## src/rtl/uart_rx_if.sv

```systemverilog
// uart_rx_if: serial input line and received-byte outputs of the UART receiver.
interface uart_rx_if;
  logic       rx_in;        // asynchronous serial line, idle high
  logic [7:0] dout;         // last received byte
  logic       busy;         // frame reception in progress
  logic       data_strobe;  // one-cycle pulse when dout/rx_error update
  logic       rx_error;     // parity or stop-bit error on the last frame

  // Line driver side (board pin model / testbench)
  modport master (
    output rx_in,
    input  dout,
    input  busy,
    input  data_strobe,
    input  rx_error
  );

  // Receiver side
  modport slave (
    input  rx_in,
    output dout,
    output busy,
    output data_strobe,
    output rx_error
  );
endinterface

```

## src/rtl/uart_rx.sv

```systemverilog
// uart_rx: 8-bit, parity, one-stop-bit UART receiver. The line is synchronized,
// a falling edge starts a frame, and every bit is sampled at its midpoint.
module uart_rx #(
  parameter int CLK_FREQUENCY = 100_000_000,
  parameter int BAUD_RATE     = 19_200,
  parameter int PARITY        = 1  // 1 = odd, 0 = even
) (
  input  logic     clk,
  input  logic     rst,
  uart_rx_if.slave bus
);

  localparam int BAUD_CLOCKS = CLK_FREQUENCY / BAUD_RATE;
  localparam int HALF_BIT    = BAUD_CLOCKS / 2;
  localparam int CNT_W       = (BAUD_CLOCKS > 2) ? $clog2(BAUD_CLOCKS) : 1;

  localparam logic [CNT_W-1:0] BAUD_LAST = CNT_W'(BAUD_CLOCKS - 1);
  localparam logic [CNT_W-1:0] HALF_LAST = CNT_W'(HALF_BIT - 1);
  localparam logic             PAR_BIT   = (PARITY != 0);

  typedef enum logic [2:0] {
    S_IDLE,
    S_START,
    S_DATA,
    S_PARITY,
    S_STOP
  } state_t;

  // Synchronizer and edge-detect flops; all reset high so reset looks like an idle line.
  logic rx_meta_q;
  logic rx_s_q;
  logic rx_s_d_q;

  state_t           state_q;
  logic [CNT_W-1:0] cnt_q;
  logic [2:0]       idx_q;
  logic [7:0]       shift_q;
  logic             par_err_q;
  logic [7:0]       dout_q;
  logic             busy_q;
  logic             strobe_q;
  logic             err_q;

  // Two-flop synchronizer plus one delayed copy for falling-edge detection.
  always_ff @(posedge clk or posedge rst) begin
    if (rst) begin
      rx_meta_q <= 1'b1;
      rx_s_q    <= 1'b1;
      rx_s_d_q  <= 1'b1;
    end else begin
      rx_meta_q <= bus.rx_in;
      rx_s_q    <= rx_meta_q;
      rx_s_d_q  <= rx_s_q;
    end
  end

  // Frame FSM with bit timing counter, shift register and registered outputs.
  always_ff @(posedge clk or posedge rst) begin
    if (rst) begin
      state_q   <= S_IDLE;
      cnt_q     <= '0;
      idx_q     <= '0;
      shift_q   <= '0;
      par_err_q <= 1'b0;
      dout_q    <= '0;
      busy_q    <= 1'b0;
      strobe_q  <= 1'b0;
      err_q     <= 1'b0;
    end else begin
      strobe_q <= 1'b0;
      case (state_q)
        S_IDLE: begin
          busy_q <= 1'b0;
          // Only a genuine high-to-low transition starts a frame, so a line
          // still low after a framing error cannot retrigger.
          if (rx_s_d_q && !rx_s_q) begin
            cnt_q   <= '0;
            state_q <= S_START;
          end
        end
        S_START: begin
          busy_q <= 1'b1;
          if (cnt_q == HALF_LAST) begin
            cnt_q <= '0;
            if (rx_s_q) begin
              // Line back high at mid start bit: glitch, not a frame.
              busy_q  <= 1'b0;
              state_q <= S_IDLE;
            end else begin
              idx_q   <= '0;
              state_q <= S_DATA;
            end
          end else begin
            cnt_q <= cnt_q + CNT_W'(1);
          end
        end
        S_DATA: begin
          if (cnt_q == BAUD_LAST) begin
            cnt_q   <= '0;
            shift_q <= {rx_s_q, shift_q[7:1]};  // LSB first on the line
            idx_q   <= idx_q + 3'd1;
            if (idx_q == 3'd7) begin
              state_q <= S_PARITY;
            end
          end else begin
            cnt_q <= cnt_q + CNT_W'(1);
          end
        end
        S_PARITY: begin
          if (cnt_q == BAUD_LAST) begin
            cnt_q     <= '0;
            par_err_q <= (^shift_q) ^ rx_s_q ^ PAR_BIT;
            state_q   <= S_STOP;
          end else begin
            cnt_q <= cnt_q + CNT_W'(1);
          end
        end
        S_STOP: begin
          if (cnt_q == BAUD_LAST) begin
            // Return to IDLE at the stop-bit midpoint so an immediately
            // following start bit is still caught.
            cnt_q    <= '0;
            dout_q   <= shift_q;
            err_q    <= par_err_q | ~rx_s_q;
            strobe_q <= 1'b1;
            busy_q   <= 1'b0;
            state_q  <= S_IDLE;
          end else begin
            cnt_q <= cnt_q + CNT_W'(1);
          end
        end
        default: begin
          busy_q  <= 1'b0;
          state_q <= S_IDLE;
        end
      endcase
    end
  end

  assign bus.dout        = dout_q;
  assign bus.busy        = busy_q;
  assign bus.data_strobe = strobe_q;
  assign bus.rx_error    = err_q;

endmodule

```

## src/flat_wrapper.sv

```systemverilog
// flat-port wrapper written by rule: the top's interface ports become plain ports
module uart_rx_flat 
#(
  parameter int CLK_FREQUENCY = 100_000_000,
  parameter int BAUD_RATE     = 19_200,
  parameter int PARITY        = 1                      
)
  (clk, rst, bus_rx_in, bus_dout, bus_busy, bus_data_strobe, bus_rx_error);
  uart_rx_if bus_i ();
  input  logic clk;
  input  logic rst;
  input wire logic [$bits(bus_i.rx_in)-1:0] bus_rx_in;
  output wire logic [$bits(bus_i.dout)-1:0] bus_dout;
  output wire logic [$bits(bus_i.busy)-1:0] bus_busy;
  output wire logic [$bits(bus_i.data_strobe)-1:0] bus_data_strobe;
  output wire logic [$bits(bus_i.rx_error)-1:0] bus_rx_error;
  assign bus_i.rx_in = bus_rx_in;
  assign bus_dout = bus_i.dout;
  assign bus_busy = bus_i.busy;
  assign bus_data_strobe = bus_i.data_strobe;
  assign bus_rx_error = bus_i.rx_error;
  uart_rx #(.CLK_FREQUENCY(CLK_FREQUENCY), .BAUD_RATE(BAUD_RATE), .PARITY(PARITY)) u_core (.clk(clk), .rst(rst), .bus(bus_i));
endmodule
```

## config.mk

```make
export PLATFORM = sky130hd
export DESIGN_NAME = uart_rx_flat
export DESIGN_NICKNAME = d
export VERILOG_FILES = /design/src/rtl/uart_rx_if.sv /design/src/rtl/uart_rx.sv /design/src/flat_wrapper.sv
export SDC_FILE = /design/constraint.sdc
export NUM_CORES = 1
export LEC_CHECK = 0
export CORE_ASPECT_RATIO = 1.1
export CORE_UTILIZATION = 63
export CTS_CLUSTER_DIAMETER = 40
export CTS_CLUSTER_SIZE = 40
export DETAILED_ROUTE_END_ITERATION = 10
export PLACE_DENSITY_LB_ADDON = 0.25
export SLEW_MARGIN = 0
export SYNTH_ARGS = -nofsm -noshare
export SYNTH_HDL_FRONTEND = slang
export SYNTH_SLANG_ARGS = --single-unit
```

## constraint.sdc

```tcl
create_clock -name clk -period 3.38 [get_ports clk]
set_input_delay 0.507 -clock clk [delete_from_list [all_inputs] [get_ports clk]]
set_output_delay 0.507 -clock clk [all_outputs]
set_load 0.02 [all_outputs]
```

* Yosys cells after proc, flatten, opt, wreduce, memory -nomap -nowiden *
Cells that the tools add are included.

cells by class
  add/sub/neg operators = 2
  eq/ne operators = 14
  multiplexer cells = 22
  bitwise logic cells = 5
  reduce and logical (&&, ||, !) cells = 15

operators with widths
  operator               count
  $mux 13                3
  $pmux 13 s3            1
  $mux 3                 9
  $pmux 3 s5             1
  $add 13x1->13 const B  1
  $eq 13x12->1 const B   1
  $eq 13x13->1 const B   1
  $ne 2x1->1 const B     6
  $reduce_and 2->1       5
  $reduce_xor 8->1       1
  $eq 3x2->1 const B     2
  $eq 3x3->1 const B     2
  $pmux 3 s2             1
  $reduce_and 6->1       1
  $mux 1                 5
  $reduce_and 4->1       1
  $add 3x1->3 const B    1
  $eq 3x1->1 const B     1
  $logic_not 3->1        1
  $not 1->1              3
  $pmux 1 s3             1
  $reduce_bool 3->1      1
  $reduce_or 3->1        1
  $mux 2                 1
  7 further kinds        7

word-level totals
  register bits after elaboration = 42
  logic and storage cells = 70

* Depth between registers and ports, before layout *
Gate-level depths: netlist of the first run.

  depth in word-level cells = 4
  depth in mapped cells = 6
  depth with buffers taken out = 5

* Worst setup path before layout of the first run *
No wires, ideal clock.

  kind = flip-flop to flip-flop
  start = reg u_core.cnt_q[0]
  end = reg u_core.par_err_q
  arrival = 1.650 ns
  data required time = 3.253 ns
  slack = 1.603 ns
  stages on the path, launching flop included = 6
  cells stage by stage = dfrtp_1 -> ha_1 -> and4bb_4 -> nand3_4 -> or3_1 -> mux2_1

on the way
  cells in the longest elaborated chain, start to end = 2

ends and longest elaborated chain
  element                            line            text
  start: declaration                 uart_rx.sv:35   logic [CNT_W-1:0] cnt_q;
  start signal: assignment           uart_rx.sv:94   cnt_q <= cnt_q + CNT_W'(1);
  start signal: assignment           uart_rx.sv:106  cnt_q <= cnt_q + CNT_W'(1);
  start signal: assignment           uart_rx.sv:115  cnt_q <= cnt_q + CNT_W'(1);
  $eq 13x13->1                       uart_rx.sv:110  if (cnt_q == BAUD_LAST) begin
  $reduce_and 2->1 (no source line)  -
  end signal: assignment             uart_rx.sv:112  par_err_q <= (^shift_q) ^ rx_s_q ^ PAR_BIT;
  end: declaration                   uart_rx.sv:38   logic par_err_q;

No other way between the ends.
A chain may end at the register's enable or synchronous reset.

* Worst setup path after layout of the first run *
  start = reg u_core.cnt_q[0]
  end = reg u_core.cnt_q[12]

on the way
  cells in the longest elaborated chain, start to end = 3
  elaborated cells on any way between the ends = 6
  classes of those cells = 1 x add/sub; 2 x eq/ne; 3 x mux

ends and longest elaborated chain
  element                                      line           text
  $add 13x1->13, or another cell as far along  -
  $mux 13 (on tied branches)                   -
  $pmux 13 s3 (*)                              uart_rx.sv:71  case (state_q)

Every way passes the cells marked *; elsewhere a longest branch is shown, timed or not.

==> results of run 1 <==
synth_stat cells (2+ instances only):
master,n
a22o_1,2
buf_2,3
nand2b_1,2
o22ai_1,3
and4bb_2,2
buf_6,3
o2111ai_1,2
nor3b_1,3
o21ai_0,8
nor3_1,6
dfstp_2,3
a31oi_1,2
or4_1,2
o221ai_1,6
nor2b_1,3
nand2_1,8
nand3_1,5
o211ai_1,2
a41oi_1,2
ha_1,3
xor2_1,2
nor4_1,5
nor4b_2,2
mux2i_1,2
inv_1,15
nor2_1,4
mux2_2,17
dfrtp_1,39
buf_4,2
nand4_1,3
a21oi_1,3
or3b_1,2
o21ai_1,5
xnor2_1,5
per-layer routing:
metal  share of wire (%)  GRT usage [%]
met1                  44          32.52
met2                  50          44.83
met3                 3.9          5.668
met4                 2.5          11.61
met5                   0              0
cells in the final DEF, fill, tap and decap left out, types with 3 or more instances in the layout:
master            n
xnor2_1           5
nand3_1           5
clkdlybuf4s50_1  13
o221ai_1          6
clkbuf_4          5
mux2_2           17
o21ai_1           5
nor3b_1           3
a21oi_1           3
nor2_1            4
nor4_1            5
nor3_1            6
o21ai_0           8
nand4_1           3
nand2_1           8
ha_1              3
dfstp_2           3
dfrtp_1          39
inv_1            15
o22ai_1           3
nor2b_1           3
worst max-delay path, stage by stage, from the launching register on:
cell and delay (ns):
dfrtp_1 0.44, ha_1 0.29, nor4b_2 0.39, a31oi_2 0.36, nor2_1 0.42, o221ai_1 0.19
logic make-up after synthesis:
group,synth area share (%)
simple gates,16.73
compound gates,13.94
flops,48.14
buf+inv,5.482
mux,10.17
xor+xnor,3.826
fa+ha+maj,1.713
final cells by class:
class / count / area (sq um) / share of cell area (%)
Clock buffer: 6 / 41.29 / 1.713
Sequential cell: 42 / 1055 / 43.75
Tap cell: 48 / 60.06 / 2.491
Multi-Input combinational cell: 127 / 1016 / 42.14
Clock inverter: 2 / 37.54 / 1.557
Inverter: 15 / 56.30 / 2.335
Timing Repair Buffer: 15 / 145.1 / 6.020
state kept, by name, summed over array words and instances (netlist names):
name / flops
u_core.rx_s_q: 1
u_core.shift_q: 8
u_core.idx_q: 3
u_core.bus.dout: 8
u_core.bus.rx_error: 1
u_core.cnt_q: 13
u_core.bus.data_strobe: 1
u_core.rx_s_d_q: 1
u_core.rx_meta_q: 1
u_core.state_q: 3
u_core.bus.busy: 1
u_core.par_err_q: 1
power by group through the flow:
stage / clock [mW] / sequential, mW / combinational [mW]
6_report: 0.321 / 0.638 / 0.217
3_3_place_gp: 0 / 0.638 / 0.205
5_1_grt: 0.346 / 0.646 / 0.252
3_5_place_dp: 0 / 0.644 / 0.211
4_1_cts: 0.331 / 0.633 / 0.217
2_1_floorplan: 0 / 0.614 / 0.185
stage by stage:
step	hold WS (ns)	area (sq um)	util [%]	worst slack, ns	power [mW]
3_5_place_dp	0.3528	2332	70.02	1.214	0.8546
5_1_grt	0.3851	2411	72.39	0.9488	1.244
4_1_cts	0.3779	2411	72.39	1.184	1.181
2_1_floorplan	0.3452	2191	-	1.603	0.7999
6_report	0.3721	2411	72.39	1.148	1.175
3_3_place_gp	0.3465	2332	70.02	1.324	0.8421
path summary, 6_finish.rpt:
check / to / slack (ns) / cells past startpoint
worst min register to register: u_core.rx_s_q / 0.37 / 0
worst max register to register: u_core.cnt_q[12] / 1.15 / 5
worst max-delay path: u_core.cnt_q[12] / 1.15 / 5
min in group asynchronous: u_core.bus.data_strobe / 0.58 / 2
worst min-delay path: u_core.rx_s_q / 0.37 / 0
max in group asynchronous: u_core.state_q[2] / 2.14 / 3
==> out/metrics.csv, run 1 <==
metric;value;unit
status;complete, no violations;
cts-root-buf;clkbuf_4;
slew_headroom;47.87;%
grt_max_degree;22;
hold_buffers;0;
synthFlopType;dfrtp_1;
portBuffers;13;
cts_htree_levels;2;
fin_crit;2.232;ns
swShare;31.70;%
worst-path-max-fanout;16;
drtIter0Drc;144;
grt_setup_unrepaired;no;
insertion_delay;0.36;ns
yosysSeqAreaShare;48.14;%
first_global_vias;1607;
synth_top_cell_by_area;dfrtp_1;
syn_area_per_cell;11.41;sq um
setup_viol;0;
globalplace.congestion;0.9029;
rr_startpoint;u_core.cnt_q[0];
internal_power;0.8023;mW
endpoint_kind;flop;
ys_types;50;
ir_worst_vdd;0.0003378;V
synth_top_area_share;44.55;%
hold_viol;0;
cts_resized;0;
cts_num_sinks;42;
synth_edf_count;0;
placed_cells;247;
drt-pass1-iter-count;4;
initial_core_util;65.78;%
power.density;487.2;nW/um^2
routed_wirelength;4195;microns
required;3.60;ns
async_flop_share;100.0;%
area_growth;10.05;%
crit_type;reg -> reg;
netlist_area;2191;sq um
synth_warnings;0;
nNetsFinal;212;
core_area;3331;sq um
worstHoldStart;u_core.rx_meta_q;
num-fill-cells;231;
antenna_cells;0;
num_rows;22;
cp.arrival;2.45;ns
drcViolationCount;0;
fin_crit_sh;66.03;%
gr-usage-all-layers;26.59;%
grt_overflow;0;
vias;1561;
synth_cells;192;
clk_path_buf_depth;2;
grt_pass1_wl;7458;microns
clk_pin_slew;0.12;ns
ios;14;
combPwrFrac;18.4;%
p_leak;1.038;nW
die_area;3718;sq um
drive_gt1_share;18.84;%
maxCapViolations;0;
cts_tree;built;
fmax;0.4481;GHz
synth_nets;198;
setup_tns;0;ns
fin_skew;0.007240;ns
clkPwrFrac;27.3;%
p_switching;0.3724;mW
ys_seq_elements;42;
antenna_found_initial;0;
antenna_left;0;
cts_buffers;5;
yosys-top-cells-area;dfrtp_1, mux2_2, dfstp_2;
startpoint_type;flop;
place_hpwl;2968;microns
layout.cells.non_filler;255;
cts_setup_buffers;0;
seqPwrFrac;54.3;%
die_w;58.23;microns
cp-startpoint;u_core.cnt_q[0];
slew_viol_final;0;
die_y;63.85;microns
vias_per_cell;6.122;
hold_class;reg -> reg;
tightest_slew;0.7819;ns
wl_per_cell;16.45;microns
(Power assumes the default switching activity.)
==> run 2: changes to the inputs <==
Settings changed: CORE_UTILIZATION 63 to 53.
Clock period 3.38 ns to 1.8 ns, I/O delays scaled along.
==> run 2 against run 1 <==
The flow now finishes with violations (negative setup slack). Cell count is 13% higher. Flip-flop and latch count is the same. Combinational power grew to 3.3 times the previous value. Non-clock buffer count is 30 higher. Via count increased by 14%. Sequential share of layout area shrank 6.0 points. Utilization is 1.7 points lower. Clock power grew to 2.8 times the previous value. Cell area rose by 16%. Register-to-register slack worse by 1.1 ns. Hold slack got worse by 0.057 ns. Critical path depth is 1 higher.
==> out/metrics.csv, run 2 (same netlist as run 1, synthesis figures left out) <==
metric;value;unit;change
setup_ws;-0.001879;ns;-1.150 ns
hold_slack;0.3149;ns;-0.05724 ns
fmax;0.5550;GHz;+24%
clk_path_buf_depth;2;;unchanged
dr_wl_met2;2723;microns;+30%
final_cell_mix;dfrtp_1, buf_4, mux2_2, inv_1, clkdlybuf4s50_1;;
drive_gt1_share;33.76;%;+15 points
placed_cells;280;;+13%
place_hpwl;3600;microns;+21%
drt-pass1-iter-count;4;;unchanged
placed_area;2580;sq um;+11%
setup_tns;-0.001879;ns;-0.001879 ns
reg2reg_depth;6;;+1
slew_viol_final;0;;unchanged
drcViolationCount;0;;unchanged
cp.arrival;1.98;ns;-0.47 ns
grt_setup_unrepaired;yes;;
gr-usage-all-layers;25.90;%;-0.69 points
multi_input_area;1080;sq um;+6.3%
grt_pass1_wl;8728;microns;+17%
maxCapViolations;0;;unchanged
violations;negative setup slack;;
endpoint_kind;flop;;
slew_headroom;76.95;%;+29 points
cts_num_sinks;42;;unchanged
status;complete, but fails checks;;
regArea;1057;sq um;+0.24%
ir_worst_vdd;0.0006470;V;+92%
setup_viol;1;;+1
globalplace.congestion;0.8852;;-2.0%
cts_htree_levels;2;;unchanged
vias_per_cell;6.156;;+0.56%
required;1.98;ns;-1.62 ns
reg2reg_to;u_core.idx_q[0];;
wl_per_cell;17.85;microns;+8.5%
nNetsFinal;242;;+14%
layout.cells.non_filler;289;;+13%
power.density;995.2;nW/um^2;+100%
cp_cell_sequence;ha_4, nor4b_4, buf_4, a41oi_2, a221o_1, mux2_4;;
routed_wirelength;5158;microns;+23%
antenna_left;0;;unchanged
crit_type;reg -> reg;;
antenna_cells;0;;unchanged
num-fill-cells;303;;+31%
area_growth;27.81;%;
hold_buffers;0;;unchanged
grt_max_degree;43;;+95%
final_common_cell;dfrtp_1;;
startpoint_type;flop;;
rr_startpoint;u_core.cnt_q[0];;
worst-path-max-fanout;6;;-10
largest_reg_flops;13;;unchanged
die_w;63.30;microns;+8.7%
max_stage_delay;0.41;ns;-0.03 ns
r2r_slack;-0.002;ns;-1.15 ns
fin_crit;1.802;ns;-0.4300 ns
regMostFlops;u_core.cnt_q;;
core_area;3964;sq um;+19%
p_leak;1.238;nW;+19%
cts-root-buf;clkbuf_8;;
hold_viol;0;;unchanged
cts_tree;built;;
total_power;2.787;mW;+140%
hold_class;in -> async;;
die_y;69.43;microns;+8.7%
place_ws;-0.02894;ns;-1.242 ns
die_area;4395;sq um;+18%
ios;14;;unchanged
finalInstanceArea;2800;sq um;+16%
clk_pin_slew;0.08;ns;-0.04 ns
crit_family;compound AO/OA/AOI/OAI gates;;
insertion_delay;0.29;ns;-0.07 ns
drtIter0Drc;205;;+42%
met3WireLength;201;microns;+23%
portBuffers;13;;unchanged
cts_buffers;5;;unchanged
vias;1779;;+14%
fin_crit_sh;100.1;%;+34 points
path_buf_inv;1;;+1
cpMaxStageDelayCell;dfrtp_1;;
fin_skew;0.006549;ns;-0.0006907 ns
tightest_slew;0.3422;ns;-0.4398 ns
highest_layer;met4;;
antenna_found_initial;0;;unchanged
wl_met1;2099;microns;+15%
num_rows;24;;+9.1%
final_core_util;70.64;%;-1.7 points
grt_overflow;0;;unchanged
first_global_vias;1848;;+15%
initial_core_util;55.27;%;-11 points
## run 2: routing by layer
metal  vias up  global-route usage, %
met5         -                      0
met4         0                  11.62
met3        17                  5.099
met2        56                  43.13
met1       899                  32.42
li1        807                      -
## run 2: area by class of cell
cell class	count	area share, %
clock buffers	6	2.949
clock inverters	2	2.145
inverters	15	2.011
multi-input cells	127	38.56
flip-flops and latches	42	37.76
well taps	52	2.323
repair buffers	45	14.25
## run 2: how the worst max path moves through the flow
| stage | start | to | cells past startpoint | slack, ns |
|---|---|---|---|---|
| after detailed placement | u_core.cnt_q[1] | u_core.idx_q[0] | 6 | -0.03 |
| after CTS | u_core.cnt_q[1] | u_core.idx_q[0] | 6 | 0.008 |
| final | u_core.cnt_q[0] | u_core.idx_q[0] | 6 | -0.002 |
| after global routing | u_core.cnt_q[0] | u_core.idx_q[0] | 6 | -0.06 |
| after floorplan | u_core.cnt_q[0] | u_core.par_err_q | 5 | 0.02 |
| after global placement | u_core.cnt_q[0] | u_core.idx_q[0] | 6 | 0.03 |
## run 2: timing repair
item	4_1_cts	5_1_grt
resized for setup	4	12
pin swaps	1	1
buffers inserted	0	1
endpoints found under the setup margin	12	28
hold endpoints to repair	0	0
## run 2: power by group
part | switching [mW] | leakage, nW | total (mW) | internal (mW)
Clock | 0.319 | 0.0714 | 0.910 | 0.591
Combinational | 0.356 | 0.609 | 0.707 | 0.351
Sequential | 0.127 | 0.557 | 1.17 | 1.04
Total | 0.802 | 1.24 | 2.79 | 1.98
## run 2: tightest hold or removal path, delay by kind of cell
family / cells / cell delay (ns)
buf+inv: 3 / 0.71
==> run 3: changes to the inputs <==
Settings changed: TNS_END_PERCENT set to 30.
==> run 3 against run 2 <==
The flow still finishes with violations (negative setup slack). Wire length is 0.43% higher. Die area did not move. First-iteration DRC count rose by 2.9%. Setup slack improved by 0.0012 ns. Largest power group unchanged. Highest routed layer unchanged.
==> out/metrics.csv, run 3 (same netlist as run 1, synthesis figures left out) <==
metric;value;unit;change
cts-root-buf;clkbuf_8;;
globalplace.congestion;0.8852;;unchanged
fin_crit_sh;100.0;%;about the same
vias;1769;;-0.56%
slew_viol_final;0;;unchanged
final_core_util;70.33;%;-0.32 points
grt_max_degree;43;;unchanged
grt_busiest_layer;met2;;
endpoint_kind;flop;;
swShare;28.89;%;+0.11 points
tightest_slew;0.3693;ns;+0.02714 ns
p_switching;0.8059;mW;+0.50%
power.density;1001;nW/um^2;+0.56%
grt_setup_unrepaired;yes;;
startpoint_type;flop;;
portBuffers;13;;unchanged
cp.arrival;1.98;ns;about the same
routed_wirelength;5180;microns;+0.43%
rr_startpoint;u_core.cnt_q[0];;
setup_viol;1;;unchanged
gr-usage-met2;43.13;%;unchanged
final_common_cell;dfrtp_1;;
required;1.98;ns;about the same
area_growth;27.24;%;
antenna_cells;0;;unchanged
die_w;63.30;microns;unchanged
vias_per_cell;6.121;;-0.56%
hold_class;in -> async;;
cts_buffers;5;;unchanged
grt_use_met1;32.42;%;unchanged
worst-path-max-fanout;6;;unchanged
fmax;0.5554;GHz;about the same
clk_path_buf_depth;2;;unchanged
drcViolationCount;0;;unchanged
reg2reg_depth;6;;unchanged
first_global_vias;1848;;unchanged
r2r_slack;-0.0007;ns;about the same
die_area;4395;sq um;unchanged
place_hpwl;3600;microns;unchanged
violations;negative setup slack;;
num-fill-cells;306;;+0.99%
clkPwrFrac;32.7;%;about the same
internal_power;1.984;mW;about the same
setup_ws;-0.0006641;ns;+0.001215 ns
cts_num_sinks;42;;unchanged
ir_worst_vdd;0.0006471;V;about the same
use_met3;5.099;%;unchanged
cts_htree_levels;2;;unchanged
seqPwrFrac;41.8;%;-0.2 points
grt_pass1_wl;8728;microns;unchanged
hold_buffers;0;;unchanged
combPwrFrac;25.4;%;about the same
hold_viol;0;;unchanged
fin_crit;1.801;ns;-0.001215 ns
core_area;3964;sq um;unchanged
clk_pin_slew;0.08;ns;about the same
insertion_delay;0.30;ns;about the same
p_leak;1.238;nW;about the same
num_rows;24;;unchanged
slew_headroom;75.19;%;-1.8 points
reg2reg_to;u_core.idx_q[0];;
multi_input_area;1069;sq um;-1.0%
final_cell_mix;dfrtp_1, buf_4, mux2_2, inv_1, clkdlybuf4s50_1;;
nNetsFinal;242;;unchanged
cts_tree;built;;
die_y;69.43;microns;unchanged
initial_core_util;55.27;%;unchanged
drtIter0Drc;211;;+2.9%
status;complete, but fails checks;;
ios;14;;unchanged
crit_type;reg -> reg;;
maxCapViolations;0;;unchanged
largest_reg_flops;13;;unchanged
drive_gt1_share;32.49;%;-1.3 points
grt_overflow;0;;unchanged
antenna_found_initial;0;;unchanged
gr-usage-all-layers;25.90;%;unchanged
antenna_left;0;;unchanged
drt-pass1-iter-count;4;;unchanged
wl_per_cell;17.92;microns;+0.43%
regArea;1056;sq um;-0.12%
fin_skew;0.007800;ns;+0.001251 ns
place_ws;-0.02894;ns;unchanged
regMostFlops;u_core.cnt_q;;
-- run 3: how the worst max path moves through the flow --
stage	from	endpoint	slack, ns	cells after the start
2_1_floorplan	u_core.cnt_q[0]	u_core.par_err_q	0.02	5
3_3_place_gp	u_core.cnt_q[0]	u_core.idx_q[0]	0.03	6
3_5_place_dp	u_core.cnt_q[1]	u_core.idx_q[0]	-0.03	6
4_1_cts	u_core.cnt_q[1]	u_core.idx_q[0]	0.008	6
5_1_grt	u_core.state_q[0]	u_core.cnt_q[9]	-0.06	5
6_report	u_core.cnt_q[0]	u_core.idx_q[0]	-0.0007	6
-- run 3: power groups by stage --
stage	Sequential [mW]	Clock [mW]	Combinational, mW
6_report	1.17	0.913	0.709
2_1_floorplan	1.15	0	0.348
4_1_cts	1.16	0.924	0.655
5_1_grt	1.17	0.960	0.778
3_5_place_dp	1.15	0	0.623
3_3_place_gp	1.15	0	0.577
-- run 3: metal layers --
layer  vias to the layer above  wire length (microns)
li1                        806                      -
met1                       896                   2135
met2                        52                   2754
met3                        15                    166
met4                         0                    124
met5                         -                      0
-- run 3: worst max-delay path, cell delays in order (launching register included) --
cell and delay [ns]:
dfrtp_1 0.41, ha_4 0.18, nor4b_4 0.19, buf_4 0.17, a41oi_2 0.11, a221o_1 0.34
mux2_4 0.28
-- run 3: area by class of cell --
class / instances / area share [%]
well taps: 52 / 2.334
clock inverters: 2 / 2.154
flip-flops and latches: 42 / 37.88
clock buffers: 6 / 2.962
repair buffers: 45 / 14.32
multi-input cells: 127 / 38.33
inverters: 15 / 2.020
-- run 3: what timing repair did --
action                     in CTS  in global routing
setup endpoints to repair      12                 28
resized for setup               4                  9
hold endpoints to repair        0                  0
buffers inserted                0                  1
pin swaps                       1                  1
-- run 3: per-stage QoR --
stage | cells | instance area (sq um) | power (mW) | TNS (ns) | hold slack, ns
3_5_place_dp | 280 | 2580 | 1.776 | -0.1064 | 0.3481
4_1_cts | 288 | 2745 | 2.737 | 0 | 0.3297
2_1_floorplan | 192 | 2191 | 1.502 | 0 | 0.2745
6_report | 289 | 2788 | 2.790 | -0.0006641 | 0.3105
3_3_place_gp | 280 | 2580 | 1.726 | 0 | 0.3503
5_1_grt | 289 | 2788 | 2.912 | -0.5375 | 0.3410
